File: src/rtl/fetch_unit.sv
// Instruction fetch: single-outstanding 64-bit AR/R requests split into a two-wide fetch queue.
// Optional FETCH_PERF_EN adds perf_fetch_cnt / perf_drop_cnt beat counters.
module fetch_unit #(
  parameter logic [31:0] RESET_PC = 32'h0000_0000,
  parameter int          FQ_DEPTH = 4
) (
  input  logic        clk,
  input  logic        rst_n,
  output logic        arvalid,
  output logic [31:0] araddr,
  output logic [1:0]  arburst,
  output logic [2:0]  arsize,
  output logic [7:0]  arlen,
  input  logic        arready,
  input  logic        rvalid,
  input  logic [63:0] rdata,
  input  logic        rlast,
  output logic        rready,
  input  logic        redirect_valid,
  input  logic [31:0] redirect_pc,
  output logic        dec_valid0,
  output logic [31:0] dec_inst0,
  output logic [31:0] dec_pc0,
  output logic        dec_valid1,
  output logic [31:0] dec_inst1,
  output logic [31:0] dec_pc1,
  input  logic [1:0]  dec_accept
`ifdef FETCH_PERF_EN
  ,
  output logic [31:0] perf_fetch_cnt,
  output logic [31:0] perf_drop_cnt
`endif
);
  localparam int PW = $clog2(FQ_DEPTH);
  localparam int CW = PW + 1;

  typedef struct packed {
    logic [31:0] inst;
    logic [31:0] pc;
  } fq_entry_t;

  fq_entry_t     fq [FQ_DEPTH];
  logic [PW-1:0] rd_ptr, wr_ptr, rd_ptr1, wr_ptr1;
  logic [CW-1:0] count, free;
  logic [31:0]   fetch_pc, req_addr;
  logic          arvalid_q, outstanding, discard, stale;
  logic          ar_hs, r_hs, issue, push;
  logic [1:0]    n_valid, pop_n, push_n;

  assign arvalid = arvalid_q;
  assign araddr  = req_addr;
  assign arburst = 2'b01;
  assign arsize  = 3'b011;
  assign arlen   = 8'd0;
  // Space for both halves is reserved before issue, so R is never back-pressured.
  assign rready  = 1'b1;

  assign ar_hs   = arvalid_q & arready;
  assign r_hs    = rvalid & outstanding & rlast;
  assign free    = CW'(FQ_DEPTH) - count;
  assign issue   = !arvalid_q && !outstanding && !redirect_valid && (free >= CW'(2));
  assign push    = r_hs && !discard && !redirect_valid;
  assign push_n  = push ? 2'd2 : 2'd0;
  assign rd_ptr1 = rd_ptr + PW'(1);
  assign wr_ptr1 = wr_ptr + PW'(1);

  always_comb begin
    n_valid = 2'd0;
    if (count >= CW'(2))  n_valid = 2'd2;
    else if (count != '0) n_valid = 2'd1;
    pop_n = 2'd0;
    if (!redirect_valid) pop_n = (dec_accept > n_valid) ? n_valid : dec_accept;
  end

  always_ff @(posedge clk or negedge rst_n) begin
    if (!rst_n) begin
      arvalid_q   <= 1'b0;
      req_addr    <= RESET_PC;
      fetch_pc    <= RESET_PC;
      outstanding <= 1'b0;
      discard     <= 1'b0;
      stale       <= 1'b0;
    end else begin
      if (ar_hs) arvalid_q <= 1'b0;
      else if (issue) begin
        arvalid_q <= 1'b1;
        req_addr  <= fetch_pc;
      end

      if (ar_hs)     outstanding <= 1'b1;
      else if (r_hs) outstanding <= 1'b0;

      if (redirect_valid)        fetch_pc <= {redirect_pc[31:2], 2'b00};
      else if (ar_hs && !stale)  fetch_pc <= fetch_pc + 32'd8;

      // A redirect that lands while AR is still waiting marks that request stale;
      // its response is discarded once the handshake finally happens.
      if (ar_hs)                          stale <= 1'b0;
      else if (redirect_valid && arvalid_q) stale <= 1'b1;

      if (ar_hs)                              discard <= stale | redirect_valid;
      else if (r_hs)                          discard <= 1'b0;
      else if (redirect_valid && outstanding) discard <= 1'b1;
    end
  end

  always_ff @(posedge clk or negedge rst_n) begin
    if (!rst_n) begin
      rd_ptr <= '0;
      wr_ptr <= '0;
      count  <= '0;
    end else if (redirect_valid) begin
      rd_ptr <= '0;
      wr_ptr <= '0;
      count  <= '0;
    end else begin
      rd_ptr <= rd_ptr + PW'(pop_n);
      wr_ptr <= wr_ptr + PW'(push_n);
      count  <= count + CW'(push_n) - CW'(pop_n);
    end
  end

  always_ff @(posedge clk) begin
    if (push) begin
      fq[wr_ptr]  <= '{inst: rdata[31:0],  pc: req_addr};
      fq[wr_ptr1] <= '{inst: rdata[63:32], pc: req_addr + 32'd4};
    end
  end

  assign dec_valid0 = (count != '0);
  assign dec_valid1 = (count >= CW'(2));
  assign dec_inst0  = fq[rd_ptr].inst;
  assign dec_pc0    = fq[rd_ptr].pc;
  assign dec_inst1  = fq[rd_ptr1].inst;
  assign dec_pc1    = fq[rd_ptr1].pc;

`ifdef FETCH_PERF_EN
  always_ff @(posedge clk or negedge rst_n) begin
    if (!rst_n) begin
      perf_fetch_cnt <= '0;
      perf_drop_cnt  <= '0;
    end else if (r_hs) begin
      if (push) perf_fetch_cnt <= perf_fetch_cnt + 32'd1;
      else      perf_drop_cnt  <= perf_drop_cnt + 32'd1;
    end
  end
`endif

endmodule

File: config.mk
export PLATFORM = sky130hd
export DESIGN_NAME = fetch_unit
export DESIGN_NICKNAME = d
export VERILOG_FILES = /design/src/rtl/fetch_unit.sv
export SDC_FILE = /design/constraint.sdc
export NUM_CORES = 1
export LEC_CHECK = 0
export CAP_MARGIN = 40
export CORE_ASPECT_RATIO = 1.75
export CORE_UTILIZATION = 40
export DETAILED_ROUTE_END_ITERATION = 16
export HOLD_SLACK_MARGIN = 0.02
export MAX_ROUTING_LAYER = met4
export PLACE_DENSITY = 0.75
export SLEW_MARGIN = 0
export SYNTH_ARGS = -nofsm -noshare
export SYNTH_HDL_FRONTEND = slang
export SYNTH_SLANG_ARGS = --single-unit
File: constraint.sdc
create_clock -name clk -period 5.4 [get_ports clk]
set_input_delay 1.08 -clock clk [delete_from_list [all_inputs] [get_ports clk]]
set_output_delay 1.08 -clock clk [all_outputs]
set_load 0.02 [all_outputs]
## Word-level counts from Yosys, hierarchy flattened

Memories as Yosys holds them, arrays and structs flattened.
Cells that the tools add are included.

- Add/subtract/negate cells: 9
- $lt $le $gt $ge: 3
- Muxes and demuxes: 21
- Bitwise logic cells: 5
- Reduce and logical (&&, ||, !) cells: 20

Operator list:

| kind | number |
|---|---|
| $mux W32 | 2 |
| $add A32 B3 Y32 const B | 1 |
| $add A32 B4 Y32 const B | 1 |
| $mux W1 | 12 |
| $mux W2 | 6 |
| $logic_and A1 B1 Y1 | 8 |
| $reduce_bool A2 Y1 | 4 |
| $ge A3 B2 Y1 const B | 2 |
| $reduce_bool A3 Y1 | 2 |
| $logic_not A1 Y1 | 5 |
| $add A2 B1 Y2 const B | 2 |
| $add A2 B2 Y2 | 2 |
| $add A3 B2 Y3 | 1 |
| $and A1 B1 Y1 | 3 |
| $mux W3 | 1 |
| $sub A3 B2 Y3 | 1 |
| $sub A3 B3 Y3 const A | 1 |
| $gt A2 B2 Y1 | 1 |
| $reduce_and A2 Y1 | 1 |
| $not A1 Y1 | 1 |
| $or A1 B1 Y1 | 1 |

- Register bits after elaboration: 75
- Bits in writable memories: 256
- Bits of input ports: 104
- Output and inout bits: 177
- Word-level logic and storage cells: 68
- Memories kept: 1

Memories:

| name | depth | bits a word | rd ports | clocked after memory_dff | write ports | line | text |
|---|---|---|---|---|---|---|---|
| fq | 4 | 64 | 2 | 0 | 2 | 42 | `fq_entry_t fq [FQ_DEPTH];` |

## Depth between registers and ports, before layout

- Word-level depth: 8
- Mapped depth: 14
- Mapped depth without buffers: 14

## Worst setup path before layout

No wires, ideal clock.

- Path type: input-to-reg
- From: input port redirect_valid
- To: memory fq[3][26] in the netlist's numbering (data pin)
- Setup time: 0.270 ns
- Arrival: 6.383 ns
- Required time: 5.130 ns
- Slack: -1.253 ns
- Stages on the path: 9
- Buffers on the path: 3
- Path through: clkbuf_1 > clkbuf_1 > nor4b_1 > ha_1 > nand3_1 > or4_4 > buf_6 > nor3_2 > xor2_1

RTL lines:

| item | line | text |
|---|---|---|
| start: declaration | 19 | `input logic redirect_valid,` |
| end: declaration | 42 |  |

## Worst setup path after layout

- From: register rd_ptr[1]
- To: output port dec_pc1[10]

- Word-level cells in the longest chain between the ends: 2

Ends and longest elaborated chain:

| item | line | text |
|---|---|---|
| start: declaration | 43 | `logic [PW-1:0] rd_ptr, wr_ptr, rd_ptr1, wr_ptr1;` |
| start signal: assignment | 117 | `rd_ptr <= rd_ptr + PW'(pop_n);` |
| $add A2 B1 Y2 | 64 | `assign rd_ptr1 = rd_ptr + PW'(1);` |
| $mem_v2 Z4 W64 | -- |  |
| end: declaration | 26 | `output logic [31:0] dec_pc1,` |

No other way between the ends.

==> summary.md <==
| Metric | Value |
|---|---|
| Run status | `finished, final reports clean` |
| Reg2reg end | `count[2]` |
| Fmax | `250 MHz` |
| Critical-path cell list | `buf_4 -> mux4_2 -> clkdlybuf4s50_1` |
| Die Y | `271 um` |
| Worst reg-to-reg path cell count | `13` |
| Sequential-to-total area share from yosys stat | `0.556` |
| Clk sink count | `318` |
| H-Tree Depth | `1` |
| Gate power share | `0.440` |
| Final RePlAce weighted congestion | `0.816` |
| Routed Antenna Nets | `0` |
| Critical setup path kind | `register to output pin` |
| Fraction of registers with async set/reset | `0.220` |
| Initial DRC Count | `621` |
| Worst-Skew Late Latency | `0.58 ns` |
| Area Overhead vs Synth | `21.5%` |
| Total wire length after detailed routing | `35900 um` |
| CP endpoint kind | `output pin` |
| Pin slew with the least headroom to its limit | `0.863 ns` |
| Fin. Hold Viols | `0` |
| Synth Instances | `1134` |
| Crit path DAT | `2.91 ns` |
| Pwr/cell area | `502 nW/um^2` |
| Worst clock skew | `0.0345 ns` |
| Dpl hpwl | `25900 um` |
| Cells resized by post-CTS repair | `0` |
| Slowest-stage cell, CP | `dfrtp_4` |
| WP data required | `4.32 ns` |
| Yosys reg bits | `318` |
| Layout cells sized above 1 | `0.244` |
| Routed wire length per instance | `19.9 um` |
| Slew Viols, Final | `0` |
| Clock-pin slew on the worst setup and hold paths | `0.07 ns` |
| Crit path from | `rd_ptr[1]` |
| Vias in the first global route | `10056` |
| Int Pwr | `6.50 mW` |
| N_diodes | `0` |
| Initial antenna violation count | `0` |
| # DRC | `0` |
| Synth cell types | `50` |
| EDFF count, synth | `248` |
| Vias post-DR | `9839` |
| Clock root cell | `clkbuf_16` |
| CTS Buf Count | `29` |
| Main synth FF type | `edfxtp_1` |
| I/O pin total | `281` |
| Post-synthesis average cell area | `14.6 um^2` |
| Starting Density | `0.405` |
| Syn. warnings | `0` |
| R2r startpoint | `count[1]` |
| Largest net degree at the start of global routing | `103` |
| Worst-path maximum fanout | `26` |
| TritonCTS clock tree | `done` |
| Cell leakage power | `6.57 nW` |
| Horiz. Die Dim | `156 um` |
| Crit path to | `dec_pc1[10]` |
| Setup Viol. Count Final | `0` |
| Fin crit share | `0.740` |
| Drt pass-1 iters | `5` |
| Reg2reg setup slack | `2.73 ns` |
| Vias per cell | `5.46` |
| Clock Power Share | `0.212` |
| Std-Cell Core Area | `40800 um^2` |
| Post-CTS setup buffer count | `0` |
| Port Buffers | `258` |
| Aggregate global routing overflow | `0` |
| RSZ-0062 raised after global routing | `false` |
| Share of power burned in registers | `0.348` |
| Hold-fix buffers, CTS | `0` |
| Syn Std Cell Area | `16600 um^2` |
| Max Cap Viol | `0` |
| Die area | `42200 um^2` |
| Nets | `1346` |
| Worst min-delay path category | `input pin to asynchronous set/reset pin` |
| Post-Route Setup TNS | `0 ns` |
| Net Sw Frac | `0.356` |
| Crit path launch type | `register` |
| Post-route minimum period | `3.99 ns` |
| First-pass GRT wire length | `55900 um` |
| Slew HR | `0.422` |
| Total GRT Usage | `0.175` |
| Peak supply drop | `0.265 mV` |
| Worst path max stage delay | `0.66 ns` |
| Net switching power figure | `3.58 mW` |
| Fin Hold WS | `0.456 ns` |
| Longest Clk Path Bufs | `3` |
| Rows | `98` |
## registers in the layout (all words and copies together), names as in the netlist
name and count:
arvalid 1, discard 1, count 3, stale 1
outstanding 1, fetch_pc 30, fq 248, wr_ptr 1
rd_ptr 2, araddr 30
## kinds of logic after synthesis
family,synth area share
AO/OA/AOI/OAI,0.0214
XOR/XNOR,0.0376
adder cells (fa/ha/maj),0.0103
buffers and inverters,0.0638
flip-flops,0.556
multiplexers,0.235
other,0.000454
AND/OR/NAND/NOR,0.0762
## worst min-delay path by stage
stage,cells past startpoint,slack (ns),end,startpoint
global route,1,0.47,fetch_pc[31],rst_n
finish,1,0.46,fetch_pc[30],rst_n
CTS,1,0.44,fetch_pc[30],rst_n
global placement,1,0.49,araddr[2],fetch_pc[2]
floorplan,1,0.48,araddr[2],fetch_pc[2]
detailed placement,1,0.50,araddr[2],fetch_pc[2]
## synth_stat cells, types with 25 or more instances
master    number  share of area
buf_2         32         0.0097
buf_4         25          0.011
clkbuf_1     161          0.037
dfrtp_1       70           0.11
edfxtp_1     248           0.45
mux2_2        95          0.065
mux4_2       124           0.17
nand2_1       42         0.0095
nand3_1       33          0.010
nor2_1        33         0.0075
xnor2_1       44          0.023
xor2_1        27          0.014
## final cells by class
type / instances / area [um^2]
clock buffers: 29 / 726
clock inverters: 25 / 269
fillers: 3421 / 20700
inverters: 14 / 52.6
multi-input cells: 593 / 6390
flip-flops and latches: 318 / 9210
well taps: 550 / 688
repair buffers: 273 / 2770
## layout by cell type, fill, tap and decap left out, types with 5 or more instances in the layout
cell,instances
a31oi_1,17
and2_1,7
and3_1,7
and4_1,12
buf_12,5
buf_4,9
clkbuf_16,29
clkdlybuf4s50_1,257
conb_1,20
dfrtp_1,68
edfxtp_1,248
ha_1,10
inv_1,13
inv_6,7
mux2_2,95
mux4_2,124
nand2_1,42
nand3_1,33
nand4_1,18
nor2_1,33
nor3_1,9
nor4_1,10
o21ai_0,16
o31ai_1,14
or4_1,15
xnor2_1,44
xor2_1,27
## stage by stage
step	total power, mW	cell area [um^2]	util	std cells	setup slack, ns
floorplan	6.36	16600	-	1152	0.146
global route	10.5	20100	0.492	1802	1.22
CTS	10.2	20100	0.492	1802	1.29
global placement	7.95	19100	0.467	1747	1.60
finish	10.1	20100	0.492	1802	1.41
detailed placement	8.06	19100	0.468	1748	1.59
## critical path, delay by kind of cell (launching register included)
family	cells	cell delay, ns
flops	1	0.66
buf+inv	2	1.07
mux	1	0.60
## power by group through the flow
stage | registers (mW) | logic, mW | clock network [mW]
finish | 3.51 | 4.44 | 2.14
global route | 3.56 | 4.70 | 2.28
CTS | 3.51 | 4.51 | 2.19
detailed placement | 3.56 | 4.50 | 0
global placement | 3.60 | 4.35 | 0
floorplan | 3.37 | 2.99 | 0
## per-layer routing
metal	vias to the layer above	track usage	share of wire	wire, um
met1	5034	0.187	0.36	12800
met2	302	0.317	0.55	19700
li1	4422	-	-	-
met5	-	-	0	0
met4	0	0.0875	0.048	1740
met3	81	0.0200	0.046	1660
(Power assumes the default switching activity.)
